$ cat src/rtl/lsu.sv
// Load/store unit: funct3-typed accesses to a byte-masked, word-addressed memory.
// Optional MISALIGNED_SPLIT_EN: word-crossing accesses run as two back-to-back accesses.
module lsu #(
  parameter int ADDR_W = 32
) (
  input  logic              clk,
  input  logic              reset,
  input  logic              req_valid,
  output logic              req_ready,
  input  logic              req_we,
  input  logic [2:0]        req_funct3,
  input  logic [ADDR_W-1:0] req_addr,
  input  logic [31:0]       req_wdata,
  output logic              rsp_valid,
  output logic [31:0]       rsp_rdata,
  output logic              rsp_fault,
  output logic              mem_we,
  output logic [3:0]        mem_wmask,
  output logic [ADDR_W-1:0] mem_a,
  output logic [31:0]       mem_wd,
  input  logic [31:0]       mem_rd
);

  // Handshake: a request transfers on a clock edge where req_valid & req_ready;
  // rsp_valid is a single-cycle pulse per accepted request.
  typedef enum logic {IDLE, SPLIT} state_e;

  state_e      state_q, state_d;
  logic        rsp_valid_q, rsp_valid_d;
  logic [31:0] rsp_rdata_q, rsp_rdata_d;
  logic        rsp_fault_q, rsp_fault_d;
  logic        mem_we_c;

  logic [1:0]        off, size;
  logic [3:0]        mask_base, lo_mask;
  logic [31:0]       lo_wd, rd_shift;
  logic              bad_f3, misalign_fault, fault, accept;
  logic [ADDR_W-1:0] word_a;

  function automatic logic [31:0] extend(input logic [31:0] sh, input logic [1:0] sz,
                                         input logic uns);
    case (sz)
      2'b00:   extend = {{24{sh[7] & ~uns}}, sh[7:0]};
      2'b01:   extend = {{16{sh[15] & ~uns}}, sh[15:0]};
      default: extend = sh;
    endcase
  endfunction

  assign off      = req_addr[1:0];
  assign size     = req_funct3[1:0];
  assign word_a   = {req_addr[ADDR_W-1:2], 2'b00};
  assign rd_shift = mem_rd >> {off, 3'b000};
  assign bad_f3   = (size == 2'b11) | (req_we & req_funct3[2]);
  assign accept   = req_valid & req_ready;

  always_comb begin
    case (size)
      2'b00:   mask_base = 4'b0001;
      2'b01:   mask_base = 4'b0011;
      default: mask_base = 4'b1111;
    endcase
  end

`ifdef MISALIGNED_SPLIT_EN
  logic [7:0]        mask8;
  logic [63:0]       data64;
  logic [1:0]        nb_m1;
  logic [2:0]        last_b;
  logic              crossing;
  logic [31:0]       split_sh;
  logic [1:0]        off_q, off_d, size_q, size_d;
  logic              uns_q, uns_d, we_q, we_d;
  logic [3:0]        hmask_q, hmask_d;
  logic [31:0]       hwd_q, hwd_d, low_q, low_d;
  logic [ADDR_W-1:0] addr_q, addr_d;

  assign mask8          = {4'b0000, mask_base} << off;
  assign data64         = {32'h0, req_wdata} << {off, 3'b000};
  assign nb_m1          = (size == 2'b00) ? 2'd0 : (size == 2'b01) ? 2'd1 : 2'd3;
  assign last_b         = {1'b0, off} + {1'b0, nb_m1};
  assign crossing       = last_b[2];
  assign lo_mask        = mask8[3:0];
  assign lo_wd          = data64[31:0];
  assign misalign_fault = 1'b0;
  assign split_sh       = 32'({mem_rd, low_q} >> {off_q, 3'b000});

  // Second-half context; no reset needed since it is only read in SPLIT.
  always_ff @(posedge clk) begin
    off_q   <= off_d;
    size_q  <= size_d;
    uns_q   <= uns_d;
    we_q    <= we_d;
    hmask_q <= hmask_d;
    hwd_q   <= hwd_d;
    low_q   <= low_d;
    addr_q  <= addr_d;
  end
`else
  assign lo_mask        = mask_base << off;
  assign lo_wd          = req_wdata << {off, 3'b000};
  assign misalign_fault = ((size == 2'b01) & off[0]) | ((size == 2'b10) & (off != 2'b00));
`endif

  assign fault = bad_f3 | misalign_fault;

  always_comb begin
    state_d     = state_q;
    rsp_valid_d = 1'b0;
    rsp_rdata_d = 32'h0;
    rsp_fault_d = 1'b0;
    mem_a       = word_a;
    mem_wmask   = lo_mask;
    mem_wd      = lo_wd;
    mem_we_c    = 1'b0;
`ifdef MISALIGNED_SPLIT_EN
    off_d   = off_q;
    size_d  = size_q;
    uns_d   = uns_q;
    we_d    = we_q;
    hmask_d = hmask_q;
    hwd_d   = hwd_q;
    low_d   = low_q;
    addr_d  = addr_q;
`endif
    case (state_q)
      IDLE: begin
        if (accept) begin
          if (fault) begin
            rsp_valid_d = 1'b1;
            rsp_fault_d = 1'b1;
          end
`ifdef MISALIGNED_SPLIT_EN
          else if (crossing) begin
            mem_we_c = req_we;
            state_d  = SPLIT;
            off_d    = off;
            size_d   = size;
            uns_d    = req_funct3[2];
            we_d     = req_we;
            hmask_d  = mask8[7:4];
            hwd_d    = data64[63:32];
            low_d    = mem_rd;
            addr_d   = word_a + ADDR_W'(4);
          end
`endif
          else begin
            mem_we_c    = req_we;
            rsp_valid_d = 1'b1;
            rsp_rdata_d = req_we ? 32'h0 : extend(rd_shift, size, req_funct3[2]);
          end
        end
      end
`ifdef MISALIGNED_SPLIT_EN
      SPLIT: begin
        mem_a       = addr_q;
        mem_wmask   = hmask_q;
        mem_wd      = hwd_q;
        mem_we_c    = we_q;
        rsp_valid_d = 1'b1;
        rsp_rdata_d = we_q ? 32'h0 : extend(split_sh, size_q, uns_q);
        state_d     = IDLE;
      end
`endif
      default: state_d = IDLE;
    endcase
  end

  always_ff @(posedge clk) begin
    if (reset) begin
      state_q     <= IDLE;
      rsp_valid_q <= 1'b0;
      rsp_rdata_q <= 32'h0;
      rsp_fault_q <= 1'b0;
    end else begin
      state_q     <= state_d;
      rsp_valid_q <= rsp_valid_d;
      rsp_rdata_q <= rsp_rdata_d;
      rsp_fault_q <= rsp_fault_d;
    end
  end

  // Reset drops a pending second half, so the write strobe is gated by reset directly.
  assign mem_we    = mem_we_c & ~reset;
  assign req_ready = (state_q == IDLE);
  assign rsp_valid = rsp_valid_q;
  assign rsp_rdata = rsp_rdata_q;
  assign rsp_fault = rsp_fault_q;

endmodule

$ cat config.mk
export PLATFORM = sky130hd
export DESIGN_NAME = lsu
export DESIGN_NICKNAME = d
export VERILOG_FILES = /design/src/rtl/lsu.sv
export SDC_FILE = /design/constraint.sdc
export NUM_CORES = 1
export LEC_CHECK = 0
export CORE_MARGIN = 2
export CORE_UTILIZATION = 35
export CTS_BUF_LIST = sky130_fd_sc_hd__clkbuf_4
export CTS_CLUSTER_SIZE = 10
export DETAILED_ROUTE_END_ITERATION = 10
export GPL_TIMING_DRIVEN = 0
export PLACE_DENSITY = 0.95
export SYNTH_ARGS = -nofsm -noshare
export SYNTH_HDL_FRONTEND = slang
export SYNTH_SLANG_ARGS = --single-unit
$ cat constraint.sdc
create_clock -name clk -period 4.9 [get_ports clk]
set_clock_uncertainty 0.2 [all_clocks]
set_input_delay 1.225 -clock clk [delete_from_list [all_inputs] [get_ports clk]]
set_output_delay 1.225 -clock clk [all_outputs]
set_load 0.005 [all_outputs]
==> flow_metrics.env, run 1 <==
export IMPL_status="complete, no violations"
export IMPL_slowest_stage="clkdlybuf4s50_1"
export IMPL_ys_warn_count=0
export IMPL_globalplace_congestion=0.876
export IMPL_met3_length_um=706
export IMPL_irDropWorstVdd_mv=0.161
export IMPL_grt_max_degree=11
export IMPL_syn_avg_cell_area_um2=8.21
export IMPL_ys_ff_latch=34
export IMPL_via_count=2724
export IMPL_drt_wirelength_per_cell_um=18.2
export IMPL_mostFrequentLayoutCells="clkdlybuf4s50_1, buf_4, dfxtp_1, mux2i_1, o21ai_0"
export IMPL_layout_commonest_cell="clkdlybuf4s50_1"
export IMPL_core_um2=6310
export IMPL_die_w_um=84.8
export IMPL_pin_count=207
export IMPL_fp_dieH_um=84.8
export IMPL_grt_pass1_vias=2923
export IMPL_endpoint_kind="primary output"
export IMPL_fin_ws_ps=94.3
export IMPL_drt_vias_per_instance=5.10
export IMPL_path_max_fanout=10
export IMPL_crit_chain="clkdlybuf4s50_1, buf_2, buf_1, clkbuf_2, o21ai_0, clkdlybuf4s50_1"
export IMPL_drive_gt1_share_pct=12.7
export IMPL_dieArea_um2=7190
export IMPL_crit_type="input pin to primary output"
export IMPL_cap_violations=0
export IMPL_diodes=0
export IMPL_antenna_found_initial=0
export IMPL_dp_cells=528
export IMPL_wl_met2_um=5160
export IMPL_gr_total_overflow=0
export IMPL_place_ws_ps=-35.3
export IMPL_ys_seq_area_share_pct=29.8
export IMPL_drc=0
export IMPL_place_port_buffers=172
export IMPL_p_leak_nw=1.75
export IMPL_syn_area_um2=2280
export IMPL_critical_path_max_stage_delay_ps=520
export IMPL_clk_pin_slew_worst_paths_ps=100
export IMPL_critical_path_arrival_ps=3380
export IMPL_relSlewSlack_pct=51.7
export IMPL_setup_viol=0
export IMPL_powerDensity_nw_per_um2=167
export IMPL_cts_max_level=2
export IMPL_first_pass_iters=4
export IMPL_crit_path_frequent_cell="clkdlybuf4s50_1"
export IMPL_routed_wl_um=9720
export IMPL_layout_min_cycle_time_ps=4810
export IMPL_cts_tree="built"
export IMPL_setup_tns_ps=0
export IMPL_whs_ps=1090
export IMPL_hold_class="input pin to flop"
export IMPL_fin_cells=534
export IMPL_hold_viol_final=0
export IMPL_hpwl_um=7810
export IMPL_fmax_mhz=208
export IMPL_crit_buf_inv=5
export IMPL_totalPowerFinal_uw=693
export IMPL_first_iter_violations=119
export IMPL_critPathTopFamily="buffers and inverters"
export IMPL_drtAntennaViolNets=0
export IMPL_tightest_slew_ps=720
export IMPL_met1Wirelength_um=3640
export IMPL_slew_violations=0
export IMPL_cts_inserted_buffers=5
export IMPL_clock_sinks=34
export IMPL_routed_top_layer="met4"
export IMPL_start_util_pct=36.2
export IMPL_start_kind="input pin"
export IMPL_cts_post_setup_buffers_inserted=0
export IMPL_cts_buffer_depth=2
export IMPL_fin_crit_sh_pct=98.1
export IMPL_synthDistinctLibCells=34
export IMPL_cp_required_ps=3470
export IMPL_final_nets=561
export IMPL_grt_use_total_pct=25.5
export IMPL_std_cell_rows=29
export IMPL_grt_pass1_wl_um=14400
export IMPL_rsz0062_at_grt="no"
export IMPL_cts_root_buf="clkbuf_4"
export IMPL_syn2layout_area_growth_pct=81.9
export IMPL_syn_inst=278
[per-stage QoR]
stage	util [%]	cell area (µm²)
final	65.8	4150
after global routing	65.8	4150
after global placement	65.0	4110
after detailed placement	65.0	4110
after CTS	65.7	4150
after floorplan	-	2290
[state kept, by name, summed over array words and instances, names as in the netlist]
signal	cells
rsp_valid	1
rsp_rdata	32
rsp_fault	1
[layer usage]
metal,GRT usage [%],vias to the layer above
li1,-,1293
met1,27.4,1268
met2,48.1,144
met3,6.78,19
met4,8.08,0
met5,0,-
[layout make-up]
type / instances / area [µm²]
Sequential cell: 34 / 681
Buffer: 54 / 365
Inverter: 1 / 3.75
Fill cell: 521 / 2160
Tap cell: 77 / 96.3
Clock buffer: 5 / 37.5
Clock inverter: 1 / 3.75
Multi-Input combinational cell: 190 / 1240
Timing Repair Buffer: 172 / 1720
[repair_timing]
action / 4_1_cts / 5_1_grt
endpoints found under the hold margin: 0 / 0
resized for setup: 2 / 2
setup endpoints to repair: 9 / 18
hold buffers: 0 / 0
[synth_stat cells, drive strengths merged]
library cell / count / area share (%)
a21boi: 1 / 0.33
or3: 2 / 0.55
a211oi: 22 / 7.2
clkbuf: 6 / 0.99
dfxtp: 34 / 30
nand4: 1 / 0.27
and4b: 2 / 0.88
conb: 2 / 0.33
nor2: 19 / 3.1
nand2: 13 / 2.1
mux2i: 33 / 14
nand3b: 1 / 0.33
nand4b: 1 / 0.38
a311oi: 1 / 0.38
nand2b: 1 / 0.27
o21bai: 1 / 0.33
o21ai: 25 / 5.5
or2: 2 / 0.55
a21oi: 17 / 3.7
nor3b: 1 / 0.33
inv: 1 / 0.16
o211ai: 1 / 0.33
nor2b: 17 / 4.7
nor3: 1 / 0.22
buf: 48 / 15
mux2: 2 / 1.2
and2: 14 / 3.8
o22ai: 1 / 0.27
a21o: 8 / 2.6
[final timing paths]
path,start,to,slack (ps),cells past startpoint
worst max-delay path,req_addr[1],mem_wd[19],90,6
worst min-delay path,req_addr[0],rsp_rdata[23],1090,3
[tightest hold or removal path: stages]
cell and delay (ps):
buf_6 120, mux2i_1 100, o21ai_0 140
[where the power goes]
| part | internal [mW] | switching (mW) | leakage (nW) |
|---|---|---|---|
| Combinational | 0.169 | 0.104 | 1.45 |
| Sequential | 0.281 | 0.00116 | 0.275 |
| Clock | 0.0490 | 0.0882 | 0.0246 |
| Total | 0.499 | 0.194 | 1.75 |
[cells by family after synthesis]
group / after synthesis / synth area share (%)
flip-flops: 34 / 29.8
AND/OR/NAND/NOR: 75 / 17.5
AO/OA/AOI/OAI: 77 / 20.7
buffers and inverters: 55 / 16.0
other: 2 / 0.329
multiplexers: 35 / 15.6
No activity file was read; power rests on OpenSTA's default activity.
==> run 2, diff against run 1 <==
--- a/config.mk
+++ b/config.mk
@@ -5,6 +5,7 @@
 export SDC_FILE = /design/constraint.sdc
 export NUM_CORES = 1
 export LEC_CHECK = 0
+export CAP_MARGIN = 10
 export CORE_MARGIN = 2
 export CORE_UTILIZATION = 35
 export CTS_BUF_LIST = sky130_fd_sc_hd__clkbuf_4
==> results of run 2 <==
No change in the layout: final DEF, timing and power equal those of run 1.
==> run 3, diff against run 2 <==
--- a/config.mk
+++ b/config.mk
@@ -11,6 +11,7 @@
 export CTS_BUF_LIST = sky130_fd_sc_hd__clkbuf_4
 export CTS_CLUSTER_SIZE = 10
 export DETAILED_ROUTE_END_ITERATION = 10
+export GPL_ROUTABILITY_DRIVEN = 0
 export GPL_TIMING_DRIVEN = 0
 export PLACE_DENSITY = 0.95
 export SYNTH_ARGS = -nofsm -noshare
==> results of run 3 <==
No change in the layout: final DEF, timing and power equal those of run 1.
